## config.mk

```make
export PLATFORM = sky130hd
export DESIGN_NAME = softermax_unnorm
export DESIGN_NICKNAME = d
export VERILOG_FILES = /design/src/rtl/softermax_pkg.sv /design/src/rtl/softermax_unnorm_pow2_lut.sv /design/src/rtl/softermax_unnorm.sv
export SDC_FILE = /design/constraint.sdc
export NUM_CORES = 1
export LEC_CHECK = 0
export ABC_AREA = 1
export ABC_CLOCK_PERIOD_IN_PS = 7100
export BUFFER_PORTS_ARGS = -buffer_cell sky130_fd_sc_hd__buf_2
export CAP_MARGIN = 10
export CORE_UTILIZATION = 38
export DETAILED_ROUTE_END_ITERATION = 6
export PLACE_DENSITY = 0.62
export REMOVE_ABC_BUFFERS = 1
export SYNTH_ARGS = -nofsm -noshare
export SYNTH_HDL_FRONTEND = slang
export SYNTH_SLANG_ARGS = --single-unit
```

## constraint.sdc

```tcl
create_clock -name clk -period 7.1 [get_ports clk]
set_clock_uncertainty 0.2 [all_clocks]
set_input_delay 0.71 -clock clk [delete_from_list [all_inputs] [get_ports clk]]
set_output_delay 0.71 -clock clk [all_outputs]
set_load 0.01 [all_outputs]
```

## src/rtl/softermax_pkg.sv

```systemverilog
// Shared types, default widths and helpers for the softermax unnormalised stage.
// Holds the FSM state encoding and the integer-ceiling used for max tracking.
package softermax_pkg;

    localparam int DEF_BW       = 8;
    localparam int DEF_IN_FW    = 2;
    localparam int DEF_ACCUM_BW = 16;
    localparam int DEF_ACCUM_FW = 6;
    localparam int DEF_VEC_SIZE = 10;

    localparam int POW2_LUT_DEPTH = 2**DEF_IN_FW;

    typedef logic [DEF_ACCUM_BW-1:0] accum_t;

    typedef enum logic {
        COLLECT,
        DONE
    } state_t;

    localparam logic signed [DEF_BW:0] CEIL_BIAS = (DEF_BW+1)'(POW2_LUT_DEPTH - 1);

    // Ceiling of a fixed-point logit to an integer; one extra bit keeps x+bias from wrapping.
    function automatic logic signed [DEF_BW-DEF_IN_FW:0] ceil_int(input logic signed [DEF_BW-1:0] x);
        logic signed [DEF_BW:0] biased;
        biased = (DEF_BW+1)'(x) + CEIL_BIAS;
        return (DEF_BW-DEF_IN_FW+1)'(biased >>> DEF_IN_FW);
    endfunction

endpackage

```

## src/rtl/softermax_unnorm_pow2_lut.sv

```systemverilog
// Fractional power-of-two table: value = round(2^(frac/2^IN_FW) * 2^ACCUM_FW).
// Purely combinational, indexed by the fractional bits of the exponent.
module pow2_lut
    import softermax_pkg::*;
#(
    parameter int IN_FW    = DEF_IN_FW,
    parameter int ACCUM_FW = DEF_ACCUM_FW
) (
    input  logic [IN_FW-1:0] frac_i,
    output accum_t           value_o
);

    always_comb begin
        value_o = '0;
        case (frac_i)
            IN_FW'(0): value_o = accum_t'(1) << ACCUM_FW;
            IN_FW'(1): value_o = accum_t'(76);
            IN_FW'(2): value_o = accum_t'(91);
            IN_FW'(3): value_o = accum_t'(108);
            default:   value_o = '0;
        endcase
    end

endmodule

```

## src/rtl/softermax_unnorm.sv

```systemverilog
// Streams logits, tracks the running integer max and builds base-2 numerators plus
// their denominator, rescaling the stored values online whenever the max grows.
module softermax_unnorm
    import softermax_pkg::*;
#(
    parameter int BW       = DEF_BW,
    parameter int IN_FW    = DEF_IN_FW,
    parameter int ACCUM_BW = DEF_ACCUM_BW,
    parameter int ACCUM_FW = DEF_ACCUM_FW,
    parameter int VEC_SIZE = DEF_VEC_SIZE
) (
    input  logic                               clk,
    input  logic                               rst_n,
    input  logic                               in_valid,
    output logic                               in_ready,
    input  logic signed [BW-1:0]               in_data,
    output logic                               out_valid,
    input  logic                               out_ready,
    output logic [VEC_SIZE-1:0][ACCUM_BW-1:0]  vec_out,
    output logic [ACCUM_BW-1:0]                denom_out,
    output logic signed [BW-1:0]               max_out
);

    localparam int CNT_W = $clog2(VEC_SIZE);
    localparam int CW    = BW - IN_FW + 1;
    localparam int EW    = BW + 2;

    state_t                            state_q, state_d;
    logic [CNT_W-1:0]                  count_q, count_d;
    logic signed [CW-1:0]              max_q, max_d;
    logic [ACCUM_BW-1:0]               denom_q, denom_d;
    logic [VEC_SIZE-1:0][ACCUM_BW-1:0] buf_q, buf_d;

    logic                  accept;
    logic                  release_vec;
    logic                  first;
    logic signed [CW-1:0]  ceil_x;
    logic signed [CW-1:0]  max_new;
    logic [CW:0]           diff;
    logic [EW-1:0]         d_amt;
    logic [EW-1:0]         neg_k;
    logic signed [EW-1:0]  e_val;
    logic signed [EW-1:0]  k_val;
    logic [ACCUM_BW-1:0]   lut_val;
    logic [ACCUM_BW-1:0]   term;
    logic [ACCUM_BW-1:0]   denom_shifted;
    logic [ACCUM_BW:0]     denom_sum;

    // Shifting by the full word width or more must flush to zero rather than wrap.
    function automatic logic [ACCUM_BW-1:0] shr_sat(input logic [ACCUM_BW-1:0] v,
                                                    input logic [EW-1:0]       amt);
        return (amt >= EW'(ACCUM_BW)) ? '0 : (v >> amt);
    endfunction

    pow2_lut #(
        .IN_FW    (IN_FW),
        .ACCUM_FW (ACCUM_FW)
    ) u_pow2_lut (
        .frac_i  (e_val[IN_FW-1:0]),
        .value_o (lut_val)
    );

    always_comb begin
        accept        = (state_q == COLLECT) && in_valid;
        release_vec   = (state_q == DONE) && out_ready;
        first         = (count_q == '0);
        ceil_x        = ceil_int(in_data);
        max_new       = (first || (ceil_x > max_q)) ? ceil_x : max_q;
        diff          = (CW+1)'(max_new) - (CW+1)'(max_q);
        d_amt         = first ? '0 : EW'(diff);
        e_val         = EW'(in_data) - (EW'(max_new) <<< IN_FW);
        k_val         = e_val >>> IN_FW;
        neg_k         = -k_val;
        term          = shr_sat(lut_val, neg_k);
        denom_shifted = shr_sat(denom_q, d_amt);
        denom_sum     = {1'b0, denom_shifted} + {1'b0, term};
    end

    // Next-state and outputs; a release clears the whole vector on the same edge.
    always_comb begin
        state_d   = state_q;
        count_d   = count_q;
        max_d     = max_q;
        denom_d   = denom_q;
        buf_d     = buf_q;
        in_ready  = (state_q == COLLECT);
        out_valid = (state_q == DONE);

        if (accept) begin
            max_d   = max_new;
            denom_d = denom_sum[ACCUM_BW] ? '1 : denom_sum[ACCUM_BW-1:0];
            for (int i = 0; i < VEC_SIZE; i++) begin
                buf_d[i] = (count_q == CNT_W'(i)) ? term : shr_sat(buf_q[i], d_amt);
            end
            if (count_q == CNT_W'(VEC_SIZE-1)) begin
                state_d = DONE;
            end else begin
                count_d = count_q + 1'b1;
            end
        end else if (release_vec) begin
            state_d = COLLECT;
            count_d = '0;
            max_d   = '0;
            denom_d = '0;
            buf_d   = '0;
        end
    end

    always_ff @(posedge clk or negedge rst_n) begin
        if (!rst_n) begin
            state_q <= COLLECT;
            count_q <= '0;
            max_q   <= '0;
            denom_q <= '0;
            buf_q   <= '0;
        end else begin
            state_q <= state_d;
            count_q <= count_d;
            max_q   <= max_d;
            denom_q <= denom_d;
            buf_q   <= buf_d;
        end
    end

    assign vec_out   = buf_q;
    assign denom_out = denom_q;
    assign max_out   = BW'(max_q);

endmodule

```

# After elaboration in Yosys (flattened, before gate mapping)
# Index checks and enable logic that the tools add are counted.
[word_totals]
regBits = 188
in_bits = 12
[op_classes]
addsub = 6
n_lt_le_gt_ge = 3
n_eq_ne = 14
n_shift = 12
mux = 38
n_bitwise = 1
n_reduce_logical = 8
[op_table]
columns = ["op", "count"]
rows = [
  ["16-bit two-way mux", 25],
  ["160-bit two-way mux", 2],
  ["16-bit by 8-bit right shift with 16-bit output", 11],
  ["16-bit case mux with 4 select lines", 1],
  ["7-bit two-way mux", 3],
  ["16-bit by 16-bit adder with 17-bit output", 1],
  ["4-bit by 3-bit equality test with 1-bit output, second input constant", 4],
  ["16-bit by 10-bit right shift with 16-bit output", 1],
  ["4-bit two-way mux", 3],
  ["10-bit by 5-bit greater-or-equal comparator with 1-bit output, second input constant", 1],
  ["8-bit negator with 10-bit output", 1],
  ["8-bit by 9-bit subtractor with 10-bit output", 1],
  ["8-bit by 3-bit adder with 9-bit output, second input constant", 1],
  ["4-bit by 2-bit equality test with 1-bit output, second input constant", 2],
  ["4-bit equality test, second input constant", 2],
  ["8-bit by 5-bit greater-or-equal comparator with 1-bit output, second input constant", 1],
  ["8-bit two-way mux", 1],
  ["7-bit by 7-bit subtractor with 8-bit output", 1],
  ["7-bit > comparator", 1],
  ["4-bit by 1-bit adder with 4-bit output, second input constant", 1],
  ["2-bit equality test, second input constant", 2],
  ["4-bit by 1-bit equality test with 1-bit output, second input constant", 1],
  ["4-bit logical NOT", 1],
  ["2-bit AND reduction", 2],
  ["9 further kinds", 12],
]

# Logic depth before layout (Yosys ltp)
[depth]
word_depth = 12
mapped_depth = 62
mapped_depth_nobuf = 62

# Cells and area by module
# From an unflattened synthesis, not the netlist that was laid out.
[hier_totals]
cells_unflattened = 3232
area_unflattened_um2 = 18779.3
[by_module_without_submodules]
columns = ["mod", "instances", "cells_per_inst", "area_each_um2", "seq_area_each_um2"]
rows = [
  ["softermax_unnorm", 1, 3211, 18655.4, 4704.5],
  ["pow2_lut", 1, 21, 123.9, 0.0],
]

# Worst setup path after synthesis
# No wires, ideal clock.
[synth_path]
path_kind = "input-to-reg"
from = "input in_data[2]"
to = "register denom_q[10], in the netlist denom_out[10]"
setup_ns = 0.117
arrival_time_ns = 6.763
required_ns = 6.783
slack_ns = 0.020
cell_stages = 53
path_buffers = 2
path_cell_list = "inv_1 > nor2_1 > inv_1 > nor2_1 > inv_1 > nor2_1 > inv_1 > nor2_1 > inv_1 > nor2_1 > nor2_1 > nor2_1 > inv_1 > ha_1 > nand2_1 > nor2_1 > nand2_1 > o211ai_1 > (+17 left out) > nand2_1 > nand3_1 > nand3_1 > nand2_1 > inv_1 > ha_1 > fa_1 > nand3_1 > nor2_1 > nor2_1 > inv_1 > nand2_1 > o21ai_2 > nand2_2 > buf_6 > nand3_1 > nand2_1 > nand2_1"
[synth_between]
elab_chain_cells = 11
[synth_rtl]
columns = ["element", "line", "rtl"]
rows = [
  ["from (decl)", "softermax_unnorm.sv:16", "input logic signed [BW-1:0] in_data,"],
  ["8-bit by 3-bit adder with 9-bit output", "softermax_pkg.sv:25", "biased = (DEF_BW+1)'(x) + CEIL_BIAS;"],
  ["7-bit > comparator", "softermax_unnorm.sv:68", "max_new = (first || (ceil_x > max_q)) ? ceil_x : max_q;"],
  ["1-bit logical OR", "softermax_unnorm.sv:68", ""],
  ["7-bit two-way mux", "softermax_unnorm.sv:68", ""],
  ["8-bit by 9-bit subtractor with 10-bit output / 7-bit by 7-bit subtractor with 8-bit output (equally long branches)", "softermax_unnorm.sv:71, softermax_unnorm.sv:69", ""],
  ["8-bit negator with 10-bit output / 8-bit two-way mux (equally long branches)", "softermax_unnorm.sv:73, softermax_unnorm.sv:70", ""],
  ["10-bit by 5-bit greater-or-equal comparator with 1-bit output, or another cell as far along", "softermax_unnorm.sv:52", "return (amt >= EW'(ACCUM_BW)) ? '0 : (v >> amt);"],
  ["16-bit two-way mux", "softermax_unnorm.sv:52", ""],
  ["16-bit by 16-bit adder with 17-bit output (*)", "softermax_unnorm.sv:76", "denom_sum = {1'b0, denom_shifted} + {1'b0, term};"],
  ["16-bit two-way mux (*)", "softermax_unnorm.sv:91", "denom_d = denom_sum[ACCUM_BW] ? '1 : denom_sum[ACCUM_BW-1:0];"],
  ["16-bit two-way mux (*)", "softermax_unnorm.sv:89", "if (accept) begin"],
  ["to (signal assigned)", "softermax_unnorm.sv:120", "denom_q <= denom_d;"],
  ["to (decl)", "softermax_unnorm.sv:31", "logic [ACCUM_BW-1:0] denom_q, denom_d;"],
]
# Every way passes the cells marked *; elsewhere a longest branch is shown, timed or not.
# A chain may end at the register's enable or synchronous reset.

# Worst setup path after layout
[layout_path]
from = "input in_data[0]"
to = "register denom_q[9], in the netlist denom_out[9]"
# The elaborated chain is that of the path after synthesis.

==> flow_summary.json <==
{
  "wl_met1_mm": 28.3,
  "hold_viol": 0,
  "tightestPinTransition_ps": 952,
  "layout_min_cycle_time_ps": 6730,
  "first_pass_iters": 6,
  "synth.mux.area_fraction_pct": 0.368,
  "r2r_slack_ps": 1130,
  "ff2ff_path_depth": 44,
  "gp_congestion": 0.952,
  "clk_latency_ps": 480,
  "cts_made_buffers": 17,
  "die-height_um": 209,
  "status": "finished clean",
  "end_kind": "flip-flop",
  "hold_class": "input port to async pin",
  "max_freq_ghz": 0.149,
  "yosysWarnings": 0,
  "synth_xor_area_share_pct": 0.643,
  "r2r-start": "max_q[1]",
  "synthCells": 2702,
  "hold_buffers": 0,
  "max-slew-margin-rel_pct": 36.6,
  "max_stage_delay_ps": 600,
  "htree_num_levels": 4,
  "drc": 0,
  "start_util_pct": 38.8,
  "dieWidth_um": 209,
  "wire_per_inst_um": 19.3,
  "clkTransAtPathRegs_ps": 80,
  "io_buffers": 197,
  "post-place-ws_ps": -378,
  "area_growth_pct": 21.1,
  "grt_max_degree": 135,
  "cp_slowest_cell": "fa_2",
  "grt_pass1_wl_mm": 103,
  "synth_seq_cells": 188,
  "setup_viol": 0,
  "place_area_um2": 18700,
  "synth-edff-count": 0,
  "cts_tree": "yes",
  "syn_avg_cell_area_um2": 6.05,
  "synth_top_family_by_area": "simple AND/OR/NAND/NOR gates",
  "rows": 75,
  "cap_violations": 0,
  "clockRootBuffer": "clkbuf_16",
  "cts.sinks": 188,
  "wl_met3_mm": 5.41,
  "dr_wl_met2_mm": 30.5,
  "clock_path_buffers": 2,
  "cpMostUsedCell": "nand2_1",
  "core_um2": 42100,
  "yosysSeqAreaShare_pct": 28.8,
  "path_max_fanout": 4,
  "timing.final.ws_setup_ps": 366,
  "synthArstFlopShare_pct": 100,
  "start_kind": "input port",
  "dp_hpwl_mm": 46.8,
  "finalInstanceArea_um2": 19800,
  "crit_arrival_ps": 6910,
  "final_cell_mix": "nand2_1 (896), o21ai_0 (362), inv_1 (238), nor2_1 (202), buf_2 (194)",
  "wl_mm": 67.4,
  "drtIter0Drc": 1665,
  "layout_commonest_cell": "nand2_1",
  "vias": 19600,
  "timing.final.crit_share_pct": 94.8,
  "pin_count": 198,
  "synthAdderAreaFrac_pct": 2.89,
  "layout-drive-gt1-share_pct": 18.7,
  "critPathKind": "input port to flip-flop",
  "grt_pass1_vias": 18600,
  "synth_compound_area_share_pct": 21.7,
  "yosys.area_share.simple_pct": 35.3,
  "gr-usage-all-layers_pct": 30.3,
  "dieArea_um2": 43800,
  "fin_nets": 2989,
  "n_fill_cell": 4434,
  "antenna_cells": 0,
  "avgViaCountPerCell": 5.63,
  "ys.flop_type": "dfrtp_1",
  "top_layer_used": "met4",
  "synth.distinct_cells": 48,
  "syn_area_um2": 16300,
  "overflow": 0,
  "ant_nets": 0,
  "r2r_end": "denom_out[9]",
  "antenna_found_initial": 0,
  "critPathRequiredTime_ps": 7270,
  "fin_hold_ws_ps": 61.5,
  "slew_viol_final": 0
}
==> layer usage <==
| layer | global-route usage, % | vias to the layer above |
|---|---|---|
| met5 | 0 | - |
| met4 | 15.5 | 0 |
| met3 | 5.01 | 191 |
| met2 | 47.8 | 882 |
| met1 | 39.8 | 9178 |
| li1 | - | 9395 |
==> layout make-up <==
class,count,area [um2],share of cell area (%)
repair buffers,381,2450,12.4
clock inverters,10,91.3,0.462
clock buffers,21,460,2.33
multi-input cells,2086,10400,52.5
well taps,539,674,3.41
inverters,267,1020,5.14
flip-flops and latches,188,4700,23.8
==> worst max-delay path: cells and delay by family <==
| family | cells | cell delay (ps) |
|---|---|---|
| adders and majority gates | 5 | 1430 |
| and+or+nand+nor | 32 | 2870 |
| xor gates and xnor gates | 1 | 150 |
| AOI/OAI and AO/OA | 8 | 880 |
| buffers and inverters | 11 | 840 |
==> Yosys cell counts, types with 3 or more instances <==
master | n | share of area [%]
nand2_1 | 915 | 21
o21ai_0 | 371 | 11
inv_1 | 249 | 5.7
nor2_1 | 215 | 4.9
dfrtp_1 | 188 | 29
nand3_1 | 177 | 5.4
clkbuf_1 | 94 | 2.2
a21oi_1 | 93 | 2.8
o22ai_1 | 65 | 2.5
o211ai_1 | 55 | 2.5
ha_1 | 33 | 2.5
buf_2 | 32 | 0.98
buf_1 | 31 | 0.71
nand4_1 | 30 | 1.1
a31oi_1 | 15 | 0.57
inv_2 | 13 | 0.30
or2_2 | 13 | 0.50
nor3_1 | 12 | 0.37
o221ai_1 | 11 | 0.59
a22oi_1 | 10 | 0.46
xor2_1 | 9 | 0.48
mux2i_1 | 6 | 0.37
nor2_2 | 6 | 0.23
nand3_2 | 5 | 0.31
buf_4 | 4 | 0.18
clkinv_1 | 4 | 0.092
nor2_8 | 4 | 0.49
o32ai_1 | 4 | 0.21
fa_1 | 3 | 0.37
nand2_2 | 3 | 0.11
nand2_4 | 3 | 0.21
nand3b_1 | 3 | 0.14
or2_1 | 3 | 0.11
xnor2_1 | 3 | 0.16
==> stage by stage <==
stage / setup TNS, ps / utilization, % / std cells
global route: -1300 / 47.0 / 3492
global placement: -1810 / 44.4 / 3447
CTS: 0 / 45.7 / 3478
detailed placement: -4330 / 44.4 / 3447
floorplan: -936690 / - / 2540
finish: 0 / 47.0 / 3492
==> flip-flops by register name (all words and copies together) (netlist names) <==
signal,cells
denom_out,16
vec_out,160
out_valid,1
count_q,4
max_q,7
==> cell families after synthesis <==
family                     Yosys count
xor gates and xnor gates            12
and+or+nand+nor                   1394
muxes                                6
AOI/OAI and AO/OA                  637
buffers and inverters              429
DFF                                188
adders and majority gates           36
==> repair_timing <==
action	4_1_cts	5_1_grt
setup endpoints to repair	0	74
gates resized for setup	0	113
hold endpoints to repair	0	0
buffers inserted	0	13
==> worst max-delay path by stage <==
stage               start            end  cells after the start
2_1_floorplan  in_data[2]  denom_out[13]                     47
4_1_cts        in_data[0]  denom_out[13]                     58
5_1_grt        in_data[1]   denom_out[9]                     59
3_5_place_dp   in_data[0]  denom_out[13]                     57
3_3_place_gp   in_data[0]   denom_out[9]                     58
6_report       in_data[0]   denom_out[9]                     57
Power is left out: the tool's default activity adds up to more than one toggle a clock period on the data nets, which glitch-free logic cannot reach.
